### config.mk
export PLATFORM = sky130hd
export DESIGN_NAME = mem_arbiter
export DESIGN_NICKNAME = d
export VERILOG_FILES = /design/src/rtl/mem_arb_pkg.sv /design/src/rtl/mem_arbiter_rr_arb2.sv /design/src/rtl/mem_arbiter.sv
export SDC_FILE = /design/constraint.sdc
export NUM_CORES = 1
export LEC_CHECK = 0
export ABC_CLOCK_PERIOD_IN_PS = 1600
export BUFFER_PORTS_ARGS = -buffer_cell sky130_fd_sc_hd__buf_2
export CELL_PAD_IN_SITES_DETAIL_PLACEMENT = 0
export CELL_PAD_IN_SITES_GLOBAL_PLACEMENT = 1
export CORE_ASPECT_RATIO = 0.5
export CORE_MARGIN = 2
export CORE_UTILIZATION = 29
export DETAILED_ROUTE_END_ITERATION = 12
export GPL_ROUTABILITY_DRIVEN = 1
export PLACE_DENSITY = 0.9
export SYNTH_ARGS = -nofsm -noshare
export SYNTH_HDL_FRONTEND = slang
export SYNTH_HIERARCHICAL = 1
export SYNTH_SLANG_ARGS = --single-unit
### constraint.sdc
create_clock -name clk -period 1.6 [get_ports clk]
set_input_delay 0.08 -clock clk [delete_from_list [all_inputs] [get_ports clk]]
set_output_delay 0.08 -clock clk [all_outputs]
set_load 0.005 [all_outputs]
### src/rtl/mem_arb_pkg.sv
// mem_arb_pkg: shared constants for the RAM arbiter.
//   Command encoding (2'b11 is treated as no request), requester port indices
//   and the width of the optional performance counters.
package mem_arb_pkg;
  localparam logic [1:0] MNONE  = 2'b00;
  localparam logic [1:0] MREAD  = 2'b01;
  localparam logic [1:0] MWRITE = 2'b10;

  localparam int P_CPU = 0;
  localparam int P_EXT = 1;

  localparam int PERF_W = 16;
endpackage

### src/rtl/mem_arbiter_rr_arb2.sv
// rr_arb2: two-way round-robin grant with last-grant memory.
//   clk   : system clock, rising edge
//   reset : asynchronous active-high reset (last_grant forced to 1)
//   req   : request per port, bit 0 = cpu, bit 1 = ext
//   gnt   : one-hot combinational grant (all zero when nobody requests)
module rr_arb2 (
  input  logic       clk,
  input  logic       reset,
  input  logic [1:0] req,
  output logic [1:0] gnt
);
  // Index of the most recently granted port; the other one wins a tie.
  logic last_grant;

  always_comb begin
    gnt = req;
    if (req == 2'b11) begin
      gnt = last_grant ? 2'b01 : 2'b10;
    end
  end

  always_ff @(posedge clk or posedge reset) begin
    if (reset) begin
      last_grant <= 1'b1;
    end else if (|gnt) begin
      last_grant <= gnt[1];
    end
  end
endmodule

### src/rtl/mem_arbiter.sv
// mem_arbiter: shares a single-port synchronous RAM between the cpu (port 0)
// and an external requester (port 1).
//   cpu_* / ext_* : per-port cmd/addr/wdata in; rdata, stall, ack out
//   mem_*         : RAM command/address/write data out, mem_rdata in
//                   (mem_rdata valid one cycle after an MREAD)
//   Grant and stall are combinational; the ack and read data of a grant
//   appear in the following cycle, so one access per cycle is sustained.
// Optional feature macro: MEM_ARB_PERF_EN adds perf_clr and four saturating
// 16-bit counters (cpu/ext grant, cpu/ext stall).
module mem_arbiter
  import mem_arb_pkg::*;
#(
  parameter int AW = 9,
  parameter int DW = 16
) (
  input  logic          clk,
  input  logic          reset,
  input  logic [1:0]    cpu_cmd,
  input  logic [AW-1:0] cpu_addr,
  input  logic [DW-1:0] cpu_wdata,
  output logic [DW-1:0] cpu_rdata,
  output logic          cpu_stall,
  output logic          cpu_ack,
  input  logic [1:0]    ext_cmd,
  input  logic [AW-1:0] ext_addr,
  input  logic [DW-1:0] ext_wdata,
  output logic [DW-1:0] ext_rdata,
  output logic          ext_stall,
  output logic          ext_ack,
`ifdef MEM_ARB_PERF_EN
  input  logic              perf_clr,
  output logic [PERF_W-1:0] cpu_grant_cnt,
  output logic [PERF_W-1:0] ext_grant_cnt,
  output logic [PERF_W-1:0] cpu_stall_cnt,
  output logic [PERF_W-1:0] ext_stall_cnt,
`endif
  output logic [1:0]    mem_cmd,
  output logic [AW-1:0] mem_addr,
  output logic [DW-1:0] mem_wdata,
  input  logic [DW-1:0] mem_rdata
);
  logic [1:0]    req;
  logic [1:0]    gnt;
  logic          resp_valid;
  logic          resp_port;
  logic          resp_read;
  logic [DW-1:0] cpu_hold;
  logic [DW-1:0] ext_hold;

  assign req[P_CPU] = (cpu_cmd == MREAD) || (cpu_cmd == MWRITE);
  assign req[P_EXT] = (ext_cmd == MREAD) || (ext_cmd == MWRITE);

  rr_arb2 u_rr (
    .clk   (clk),
    .reset (reset),
    .req   (req),
    .gnt   (gnt)
  );

  always_comb begin
    mem_cmd   = MNONE;
    mem_addr  = '0;
    mem_wdata = '0;
    if (gnt[P_CPU]) begin
      mem_cmd   = cpu_cmd;
      mem_addr  = cpu_addr;
      mem_wdata = cpu_wdata;
    end else if (gnt[P_EXT]) begin
      mem_cmd   = ext_cmd;
      mem_addr  = ext_addr;
      mem_wdata = ext_wdata;
    end
  end

  assign cpu_stall = req[P_CPU] & ~gnt[P_CPU];
  assign ext_stall = req[P_EXT] & ~gnt[P_EXT];

  // Response pipeline: remembers who was granted so the ack lines up with
  // the RAM's registered read data.
  always_ff @(posedge clk or posedge reset) begin
    if (reset) begin
      resp_valid <= 1'b0;
      resp_port  <= 1'b0;
      resp_read  <= 1'b0;
    end else begin
      resp_valid <= |gnt;
      resp_port  <= gnt[P_EXT];
      resp_read  <= (mem_cmd == MREAD);
    end
  end

  assign cpu_ack = resp_valid & ~resp_port;
  assign ext_ack = resp_valid &  resp_port;

  // Read data passes straight through on the ack cycle and is captured so
  // the port keeps seeing it until its next read completes.
  always_ff @(posedge clk or posedge reset) begin
    if (reset) begin
      cpu_hold <= '0;
      ext_hold <= '0;
    end else begin
      if (cpu_ack && resp_read) cpu_hold <= mem_rdata;
      if (ext_ack && resp_read) ext_hold <= mem_rdata;
    end
  end

  assign cpu_rdata = (cpu_ack && resp_read) ? mem_rdata : cpu_hold;
  assign ext_rdata = (ext_ack && resp_read) ? mem_rdata : ext_hold;

`ifdef MEM_ARB_PERF_EN
  logic [3:0]        perf_ev;
  logic [PERF_W-1:0] perf_cnt [4];

  assign perf_ev = {ext_stall, cpu_stall, gnt[P_EXT], gnt[P_CPU]};

  for (genvar gi = 0; gi < 4; gi++) begin : g_perf
    always_ff @(posedge clk or posedge reset) begin
      if (reset) begin
        perf_cnt[gi] <= '0;
      end else if (perf_clr) begin
        perf_cnt[gi] <= '0;
      end else if (perf_ev[gi] && (perf_cnt[gi] != {PERF_W{1'b1}})) begin
        perf_cnt[gi] <= perf_cnt[gi] + 1'b1;
      end
    end
  end

  assign cpu_grant_cnt = perf_cnt[0];
  assign ext_grant_cnt = perf_cnt[1];
  assign cpu_stall_cnt = perf_cnt[2];
  assign ext_stall_cnt = perf_cnt[3];
`endif
endmodule

==> metrics.md, run 1 <==
| Metric | Value |
|---|---|
| Worst Max-Slew Pin Slew | 0.392 ns |
| Required time of the critical path | 1.52 ns |
| Fmax | 0.589 GHz |
| DRC Markers | 0 |
| FF+latch count, synth | 36 |
| Clock sink total | 36 |
| Top cells by area, synth | dfrtp_1 (49%), mux2_4 (17%), a22o_1 (12%) |
| Post-route ant nets | 0 |
| First-pass GRT wire length | 8040 µm |
| Min Hold Slack | 0.0623 ns |
| Number of flops mapped to enable cells by yosys | 0 |
| DIE AREA | 0.00682 mm² |
| Crit path kind | flop to primary output |
| TritonCTS clock tree | built |
| Total wire length | 5480 µm |
| DRT Pass-1 Iters | 4 |
| Number of global-route vias before repair | 1724 |
| Synth top area share | 49.2% |
| Vias per Instance | 4.63 |
| Worst min path class | primary input to flop |
| Largest net degree at the start of global routing | 20 |
| Worst-path fanout max | 7 |
| Failing checks | setup timing |
| Crit path launch type | flop |
| Tmin final | 1.70 ns |
| Clock Tree Root | clkbuf_16 |
| Leak Pwr | 1.73 nW |
| Placer Congestion | 0.788 |
| Crit share post-route | 106% |
| Via Count | 1698 |
| Layout cells sized above 1 | 73.8% |
| Ys async rst share | 100% |
| Post-Route Skew | 0.00543 ns |
| Starting DRT DRC Count | 58 |
| Inserted Clock Buffers | 5 |
| Ys flop type | dfrtp_1 |
| Initial core utilization | 29.7% |
| Core Area | 0.00601 mm² |
| Crit end category | primary output |
| Nets | 361 |
| Total track usage | 14.9% |
| Htree depth | 2 |
| CTS max path bufs | 2 |
| RSZ-0062 raised after global routing | true |
| Mapped Area | 0.00178 mm² |
| Sequential share of the synthesized area | 50.6% |
| Final Hold Violating Endpoints | 0 |
| ANT cells | 0 |
| Area Overhead vs Synth | 78.0% |
| Arr. time, crit path | 1.62 ns |
| Syn Area/Cell | 13.8 µm² |
| VDD IR max | 447 µV |
| Final setup margin | -0.0984 ns |
| Status | finished with violations |
| Most frequent cells in the layout | buf_2 (123), dfrtp_1 (34), mux2_4 (26), a22o_1 (24), buf_4 (13) |
| Chip height | 59.4 µm |
| Worst setup slack after placement | -0.274 ns |
| Yosys warning count | 6 |
| Pwr per Cell Area | 1520 mW/mm² |
| Clk Latency, worst-skew pair | 0.27 ns |
| Routed WL per cell | 14.9 µm |
| Reg clk slew, reported paths | 0.06 ns |
| I/O pin count | 135 |
| Finish-stage setup viols | 33 |
| Post-synth cell types | 23 |
| Num rows | 20 |
| Post-Synthesis Cells | 129 |
| Synth Net Count | 201 |
| MaxCap Viol Count | 0 |
| Commonest non-fill, non-tap cell in the layout | buf_2 |
| PortBufs | 134 |
| Slew Viols, Final | 0 |
| Initial antenna violation count | 0 |
| Die width | 115 µm |
| Synth area leader | dfrtp_1 |
| Relative slew margins | 73.8% |
| Post-DP HPWL | 3840 µm |
| Global route overflow | 0 |
-- cell type report --
type	instances	area, µm²
Fill cell	520	2830
Timing Repair Buffer	159	1080
Multi-Input combinational cell	84	912
Sequential cell	36	903
Clock buffer	5	125
Tap cell	77	96.3
Clock inverter	3	42.5
Inverter	3	11.3
-- flip-flops by register name, indices dropped and copies added, names as in the netlist --
| name | count |
|---|---|
| resp_port | 1 |
| u_rr/last_grant | 1 |
| cpu_hold | 16 |
| resp_valid | 1 |
| ext_hold | 16 |
| resp_read | 1 |
-- synthesized netlist by cell type (2+ instances only) --
cell type,number
dfrtp_1,35
a22o_1,24
mux2_4,20
mux2_2,12
nand2_1,6
buf_2,4
nor2b_1,4
clkbuf_1,3
inv_1,3
o21ai_0,3
buf_6,2
xor2_1,2
-- cells by family after synthesis --
family | share of synthesized area, %
DFF | 50.6
buffers and inverters | 3.65
muxes | 24.4
and+or+nand+nor | 6.11
xor gates and xnor gates | 0.983
AOI/OAI and AO/OA | 14.2
-- power breakdown --
group / internal, W / switching [W]
Clock: 0.000731 / 0.000353
Combinational: 0.00143 / 0.000820
Sequential: 0.00135 / 0.000146
Total: 0.00351 / 0.00132
-- per-layer routing --
| layer | GRT usage, % | up-vias | wire length [µm] |
|---|---|---|---|
| met4 | 4.13 | 0 | 24 |
| met2 | 26.8 | 74 | 2810 |
| met5 | 0 | - | 0 |
| met1 | 18.7 | 820 | 2310 |
| li1 | - | 802 | - |
| met3 | 2.86 | 2 | 334 |
-- metrics by stage --
| stage | cells | power [W] | utilization [%] | setup TNS [ns] | cell area [µm²] |
|---|---|---|---|---|---|
| floorplan | 129 | 0.00244 | - | 0 | 1780 |
| global placement | 341 | 0.00317 | 42.9 | -2.65 | 2580 |
| detailed placement | 341 | 0.00325 | 42.9 | -5.52 | 2580 |
| CTS | 359 | 0.00453 | 48.9 | -2.37 | 2940 |
| global route | 367 | 0.00516 | 52.8 | -5.12 | 3170 |
| finish | 367 | 0.00483 | 52.8 | -2.14 | 3170 |
-- critical path, cell delays in order (launching register included) --
cell	delay (ns)
dfstp_2	0.57
inv_2	0.05
a21boi_4	0.16
buf_12	0.17
clkbuf_16	0.15
a22o_1	0.13
buf_2	0.11
-- path summary, 6_finish.rpt --
| path | from | endpoint | slack (ns) | depth (start not counted) |
|---|---|---|---|---|
| setup / recovery | u_rr/last_grant$_DFFE_PP1P_ | mem_addr[7] | -0.1 | 6 |
| hold / removal | mem_rdata[0] | ext_hold[0]$_DFF_PP0_ | 0.06 | 2 |
| max in group asynchronous | reset | resp_valid$_DFF_PP0_ | 0.98 | 4 |
| hold reg to reg | ext_hold[13]$_DFF_PP0_ | ext_hold[13]$_DFF_PP0_ | 0.49 | 1 |
| min in group asynchronous | reset | u_rr/last_grant$_DFFE_PP1P_ | 0.36 | 3 |
| setup reg to reg | resp_port$_DFF_PP0_ | cpu_hold[5]$_DFF_PP0_ | 0.22 | 4 |
-- timing repair --
action                                  in CTS  in global routing
pin swaps                                    2                  2
hold buffers                                 1                  0
hold endpoints to repair                    36                  0
resized for setup                           16                 25
setup buffers                                5                  4
endpoints found under the setup margin      60                 50
gates cloned                                 4                  5
Power figures use the tool's default switching activity.
==> inputs of run 2 (changes only) <==
--- a/config.mk
+++ b/config.mk
@@ -6,15 +6,15 @@
 export NUM_CORES = 1
 export LEC_CHECK = 0
 export ABC_CLOCK_PERIOD_IN_PS = 1600
-export BUFFER_PORTS_ARGS = -buffer_cell sky130_fd_sc_hd__buf_2
 export CELL_PAD_IN_SITES_DETAIL_PLACEMENT = 0
 export CELL_PAD_IN_SITES_GLOBAL_PLACEMENT = 1
 export CORE_ASPECT_RATIO = 0.5
 export CORE_MARGIN = 2
-export CORE_UTILIZATION = 29
+export CORE_UTILIZATION = 45
 export DETAILED_ROUTE_END_ITERATION = 12
+export DONT_BUFFER_PORTS = 1
 export GPL_ROUTABILITY_DRIVEN = 1
-export PLACE_DENSITY = 0.9
+export PLACE_DENSITY = 0.87
 export SYNTH_ARGS = -nofsm -noshare
 export SYNTH_HDL_FRONTEND = slang
 export SYNTH_HIERARCHICAL = 1
==> run 2 against run 1 <==
Net effect: the flow now finishes without violations; sequential cell count is the same; register-to-register slack gained 0.06 ns; maximum frequency grew 6.7%; count of clock-buffer cells in the layout grew 1; wire length shrank 17%; via count shrank 30%; largest power group is now sequential cells.
==> metrics.md, run 2 (same netlist as run 1, synthesis figures left out) <==
| Metric | Value |
|---|---|
| Status | finished clean |
| Post-Route Skew | 0.00285 ns (-0.00257 ns) |
| Arr. time, crit path | 1.51 ns (-0.11 ns) |
| Leak Pwr | 1.07 nW (-38%) |
| Hold wc startpoint | cpu_cmd[0] |
| Post-DP HPWL | 3120 µm (-19%) |
| VDD IR max | 421 µV (-5.9%) |
| Crit-path cells | inv_2, a21boi_4, buf_4, clkbuf_16, a22o_1 |
| Crit end category | primary output |
| Post-route ant nets | 0 (unchanged) |
| RSZ-0062 raised after global routing | true |
| Met1 Routed Length | 1690 µm (-27%) |
| Largest net degree at the start of global routing | 36 (+80%) |
| Number of global-route vias before repair | 1207 (-30%) |
| Slew Viols, Final | 0 (unchanged) |
| First-pass GRT wire length | 6790 µm (-16%) |
| I/O pin count | 135 (unchanged) |
| CP peak stage delay | 0.56 ns (about the same) |
| Tot Pwr | 0.00345 W (-29%) |
| Reg clk slew, reported paths | 0.06 ns (about the same) |
| ANT cells | 0 (unchanged) |
| MaxCap Viol Count | 0 (unchanged) |
| Initial antenna violation count | 0 (unchanged) |
| Most frequent cells in the layout | dfrtp_1 (35), a22o_1 (24), dlygate4sd3_1 (21), mux2_4 (20), mux2_2 (12) |
| Final Hold Violating Endpoints | 0 (unchanged) |
| Worst R2R Start | u_rr/last_grant$_DFFE_PP1P_ |
| Met3 routed WL | 391 µm (+17%) |
| Chip height | 48.5 µm (-18%) |
| Area Overhead vs Synth | 27.7% |
| Required time of the critical path | 1.52 ns (about the same) |
| Die width | 93.0 µm (-19%) |
| Vias per Instance | 5.51 (+19%) |
| Fmax | 0.628 GHz (+6.7%) |
| Via Count | 1190 (-30%) |
| Worst Max-Slew Pin Slew | 0.426 ns (+0.0340 ns) |
| Top sig layer | met3 |
| Num rows | 16 (-20%) |
| Nets | 233 (-35%) |
| Worst min path class | primary input to flop |
| Core Area | 0.00384 mm² (-36%) |
| Clock Tree Root | clkbuf_8 |
| Min Hold Slack | 0.0889 ns (+0.0266 ns) |
| Relative slew margins | 71.6% (-2.2 points) |
| Slowest cell on crit path | dfstp_2 |
| Htree depth | 2 (unchanged) |
| Routed WL per cell | 21.1 µm (+41%) |
| Worst-path fanout max | 8 (+1) |
| R2R Setup Slk | 0.28 ns (+0.06 ns) |
| Clock sink total | 36 (unchanged) |
| Biggest regs | cpu_hold: 16 flops, ext_hold: 16 flops |
| DR WL met2 | 2470 µm (-12%) |
| PortBufs | 0 (-100%) |
| CTS max path bufs | 2 (unchanged) |
| Placer Congestion | 0.714 (-9.4%) |
| Crit path kind | flop to primary output |
| DIE AREA | 0.00451 mm² (-34%) |
| Initial core utilization | 46.4% (+17 points) |
| Commonest non-fill, non-tap cell in the layout | dfrtp_1 |
| DRC Markers | 0 (unchanged) |
| Finish-stage setup viols | 0 (-100%) |
| Crit path launch type | flop |
| DRT Pass-1 Iters | 4 (unchanged) |
| Total wire length | 4550 µm (-17%) |
| Pwr per Cell Area | 1520 mW/mm² (-0.44%) |
| Layout cells sized above 1 | 37.7% (-36 points) |
| Global route overflow | 0 (unchanged) |
| Total track usage | 20.1% (+5.2 points) |
| Clk Latency, worst-skew pair | 0.28 ns (about the same) |
| Crit share post-route | 99.5% (-6.7 points) |
| CP Launch Point | u_rr/last_grant$_DFFE_PP1P_ |
| Starting DRT DRC Count | 44 (-24%) |
| Tmin final | 1.59 ns (-0.107 ns) |
| TritonCTS clock tree | built |
| Inserted Clock Buffers | 5 (unchanged) |
-- run 2: cell types whose count changed in the layout (fill, tap and decap cells not counted), moves of 4 or more --
| cell | change |
|---|---|
| buf_2 | -123 |
| buf_4 | -7 |
| buf_6 | -9 |
| clkbuf_16 | -8 |
| clkbuf_8 | +6 |
| dlygate4sd3_1 | +20 |
| mux2_2 | +6 |
| mux2_4 | -6 |
| nor2b_4 | -4 |
-- run 2: timing repair --
item	4_1_cts	5_1_grt
cloned	2	1
buffers inserted	0	4
hold endpoints to repair	69	0
hold buffers	21	0
setup endpoints to repair	24	56
pin swaps	2	2
gates resized for setup	8	4
-- run 2: where the power goes --
group / internal [W] / switching [W]
Clock: 0.000343 / 0.000296
Sequential: 0.00134 / 0.000155
Combinational: 0.000724 / 0.000587
Total: 0.00241 / 0.00104
-- run 2: per-stage QoR --
stage               setup TNS (ns)  setup slack [ns]  cells  utilization, %  instance area (µm²)
global placement                 0             0.286    180            48.0                 1840
floorplan                        0             0.122    129               -                 1780
finish                           0           0.00876    216            59.2                 2270
detailed placement               0             0.267    180            48.0                 1840
CTS                        -0.0870           -0.0181    211            56.8                 2180
global route                 -1.49           -0.0776    216            59.2                 2270
-- run 2: per-layer routing --
metal,global-route usage [%],vias to the layer above
met2,36.2,59
met1,22.5,594
met3,8.88,0
met4,3.68,0
li1,-,537
met5,0,-
-- run 2: worst paths after layout --
path                       cells after the start                          end
max reg2reg                                    6          resp_read$_DFF_PP0_
min reg2reg                                    1       cpu_hold[11]$_DFF_PP0_
max in group asynchronous                      3       ext_hold[13]$_DFF_PP0_
max                                            5                  mem_addr[8]
min in group asynchronous                      2  u_rr/last_grant$_DFFE_PP1P_
min                                            2  u_rr/last_grant$_DFFE_PP1P_
-- run 2: critical path: cells and delay by family, from the launching register on --
kind	cells	cell delay, ns
flops	1	0.56
compound gates	2	0.31
buf+inv	3	0.36
-- run 2: cell type report --
cell class	instances	area (µm²)
Timing Repair Buffer	34	369
Clock buffer	6	82.6
Inverter	3	11.3
Sequential cell	36	902
Clock inverter	2	10.0
Tap cell	54	67.6
Fill cell	320	1570
Multi-Input combinational cell	81	832
==> inputs of run 3 (changes only) <==
--- a/config.mk
+++ b/config.mk
@@ -6,15 +6,15 @@
 export NUM_CORES = 1
 export LEC_CHECK = 0
 export ABC_CLOCK_PERIOD_IN_PS = 1600
+export BUFFER_PORTS_ARGS = -buffer_cell sky130_fd_sc_hd__buf_2
 export CELL_PAD_IN_SITES_DETAIL_PLACEMENT = 0
 export CELL_PAD_IN_SITES_GLOBAL_PLACEMENT = 1
 export CORE_ASPECT_RATIO = 0.5
 export CORE_MARGIN = 2
-export CORE_UTILIZATION = 45
+export CORE_UTILIZATION = 29
 export DETAILED_ROUTE_END_ITERATION = 12
-export DONT_BUFFER_PORTS = 1
 export GPL_ROUTABILITY_DRIVEN = 1
-export PLACE_DENSITY = 0.87
+export PLACE_DENSITY = 0.9
 export SYNTH_ARGS = -nofsm -noshare
 export SYNTH_HDL_FRONTEND = slang
 export SYNTH_HIERARCHICAL = 1
==> constraint.sdc (replaced) <==
create_clock -name clk -period 1.6 [get_ports clk]
set_input_delay 0.16 -clock clk [delete_from_list [all_inputs] [get_ports clk]]
set_output_delay 0.16 -clock clk [all_outputs]
set_load 0.005 [all_outputs]
==> run 3 against run 2 <==
Net effect: the flow now finishes with violations (setup timing); clock skew rose by 0.0021 ns; core utilization down 3.7 points; hold slack better by 0.063 ns; combinational power increased by 110%; first-iteration DRC count decreased by 2.3%; die area grew 51%; sequential share of layout area fell by 12 points; sequential power hardly changed; power grew 56%; setup slack got worse by 0.19 ns; critical path type unchanged; largest cell class is now non-clock buffers; largest power group is now combinational logic; highest routed layer is now met4.
==> metrics.md, run 3 (same netlist as run 1, synthesis figures left out) <==
| Metric | Value |
|---|---|
| Final setup margin | -0.179 ns (-0.188 ns) |
| Post-DP HPWL | 3890 µm (+25%) |
| Clock Tree Root | clkbuf_16 |
| Worst setup slack after placement | -0.347 ns (-0.614 ns) |
| Final Hold Violating Endpoints | 0 (unchanged) |
| VDD IR max | 475 µV (+13%) |
| RSZ-0062 raised after global routing | true |
| Finish-stage setup viols | 45 (+45) |
| Worst Max-Slew Pin Slew | 0.418 ns (-0.00811 ns) |
| Vias per Instance | 4.63 (-16%) |
| DRC Markers | 0 (unchanged) |
| Crit end category | primary output |
| Slew Viols, Final | 0 (unchanged) |
| Hold path depth | 2 (unchanged) |
| Post-route ant nets | 0 (unchanged) |
| Reg2Reg Depth | 7 (+1) |
| Most frequent cells in the layout | buf_2 (102), dfrtp_1 (33), buf_6 (33), mux2_4 (32), a22o_1 (24) |
| Placed Area | 0.00258 mm² (+40%) |
| PortBufs | 134 (+134) |
| Starting DRT DRC Count | 43 (-2.3%) |
| Failing checks | setup timing |
| Worst R2R Start | u_rr/last_grant$_DFFE_PP1P_ |
| Clk Latency, worst-skew pair | 0.28 ns (about the same) |
| Pwr per Cell Area | 1610 mW/mm² (+6.4%) |
| CTS max path bufs | 2 (unchanged) |
| Placer Congestion | 0.832 (+16%) |
| Inserted Clock Buffers | 5 (unchanged) |
| Post-Route Skew | 0.00493 ns (+0.00208 ns) |
| Die width | 115 µm (+24%) |
| Reg clk slew, reported paths | 0.06 ns (about the same) |
| Required time of the critical path | 1.44 ns (-0.08 ns) |
| Worst min path class | primary input to flop |
| Commonest non-fill, non-tap cell in the layout | buf_2 |
| Design area | 0.00333 mm² (+46%) |
| Initial core utilization | 29.7% (-17 points) |
| Nets | 365 (+57%) |
| Number of global-route vias before repair | 1719 (+42%) |
| Hold Path End | cpu_hold[4]$_DFF_PP0_ |
| Layout cells sized above 1 | 74.5% (+37 points) |
| DRT Pass-1 Iters | 4 (unchanged) |
| Hold wc startpoint | mem_rdata[4] |
| TritonCTS clock tree | built |
| Chip height | 59.4 µm (+23%) |
| Relative slew margins | 72.1% (+0.45 points) |
| Finished Core Util | 55.5% (-3.7 points) |
| Routed WL per cell | 15.7 µm (-26%) |
| Largest net degree at the start of global routing | 22 (-39%) |
| Crit path launch type | flop |
| Total track usage | 15.5% (-4.6 points) |
| First-pass GRT wire length | 8160 µm (+20%) |
| Biggest regs | cpu_hold: 16 flops, ext_hold: 16 flops |
| Leak Pwr | 1.82 nW (+70%) |
| Fmax | 0.562 GHz (-11%) |
| R2R Setup Slk | 0.18 ns (-0.10 ns) |
| Setup TNS Final | -4.65 ns (-4.65 ns) |
| Global route overflow | 0 (unchanged) |
| Area Overhead vs Synth | 86.9% |
| Clock sink total | 36 (unchanged) |
| MaxCap Viol Count | 0 (unchanged) |
| DIE AREA | 0.00682 mm² (+51%) |
| Initial antenna violation count | 0 (unchanged) |
| Num rows | 20 (+4) |
| Crit share post-route | 111% (+12 points) |
| Worst r2r dst | resp_read$_DFF_PP0_ |
| Via Count | 1717 (+44%) |
| I/O pin count | 135 (unchanged) |
| Arr. time, crit path | 1.62 ns (+0.11 ns) |
| Total wire length | 5810 µm (+28%) |
| Worst-path fanout max | 6 (-2) |
| Htree depth | 2 (unchanged) |
| Tmin final | 1.78 ns (+0.188 ns) |
| Core Area | 0.00601 mm² (+56%) |
| Status | finished with violations |
| Crit path kind | flop to primary output |
| ANT cells | 0 (unchanged) |
==> run 3: worst max path at each step <==
stage | start | end | slack, ns
2_1_floorplan | u_rr/last_grant$_DFFE_PP1P_ | mem_addr[0] | 0.1
3_3_place_gp | ext_cmd[1] | mem_addr[4] | -0.24
3_5_place_dp | ext_cmd[1] | mem_addr[6] | -0.35
4_1_cts | u_rr/last_grant$_DFFE_PP1P_ | mem_addr[4] | -0.18
5_1_grt | u_rr/last_grant$_DFFE_PP1P_ | mem_addr[7] | -0.22
6_report | u_rr/last_grant$_DFFE_PP1P_ | mem_addr[8] | -0.18
==> run 3: cell type report <==
type / count / area, µm²
flip-flops and latches: 36 / 905
multi-input cells: 84 / 941
inverters: 3 / 11.3
repair buffers: 163 / 1210
clock buffers: 5 / 125
fillers: 511 / 2680
clock inverters: 3 / 42.5
well taps: 77 / 96.3
==> run 3: per-layer routing <==
metal	GRT usage, %	vias up	wire (µm)
met1	19.2	836	2340
li1	-	800	-
met5	0	-	0
met4	4.82	0	38
met2	28.2	77	3100
met3	2.76	4	335
==> run 3: worst max-delay path, cell delays in order (launching register included) <==
cell and delay (ns):
dfstp_2 0.55, inv_2 0.05, a21boi_4 0.18, buf_12 0.17
nor2b_2 0.09, a22o_1 0.19, buf_2 0.12
==> run 3: stage by stage <==
stage / cells / total power, W / hold slack, ns
6_report: 371 / 0.00537 / 0.152
3_3_place_gp: 341 / 0.00317 / 0.181
3_5_place_dp: 341 / 0.00325 / 0.186
2_1_floorplan: 129 / 0.00244 / 0.0497
5_1_grt: 371 / 0.00565 / 0.149
4_1_cts: 367 / 0.00518 / 0.145
==> run 3: timing repair <==
action	4_1_cts	5_1_grt
endpoints found under the setup margin	60	61
hold buffers	1	0
gates resized for setup	55	15
cloned	5	2
hold endpoints to repair	36	0
pin swaps	2	1
setup buffers	12	3
==> run 3: where the power goes <==
part           leakage [nW]  switching (W)  internal (W)  total (W)
Combinational          1.32       0.000949       0.00184    0.00278
Clock                0.0798       0.000364      0.000731    0.00109
Sequential            0.418       0.000147       0.00135    0.00149
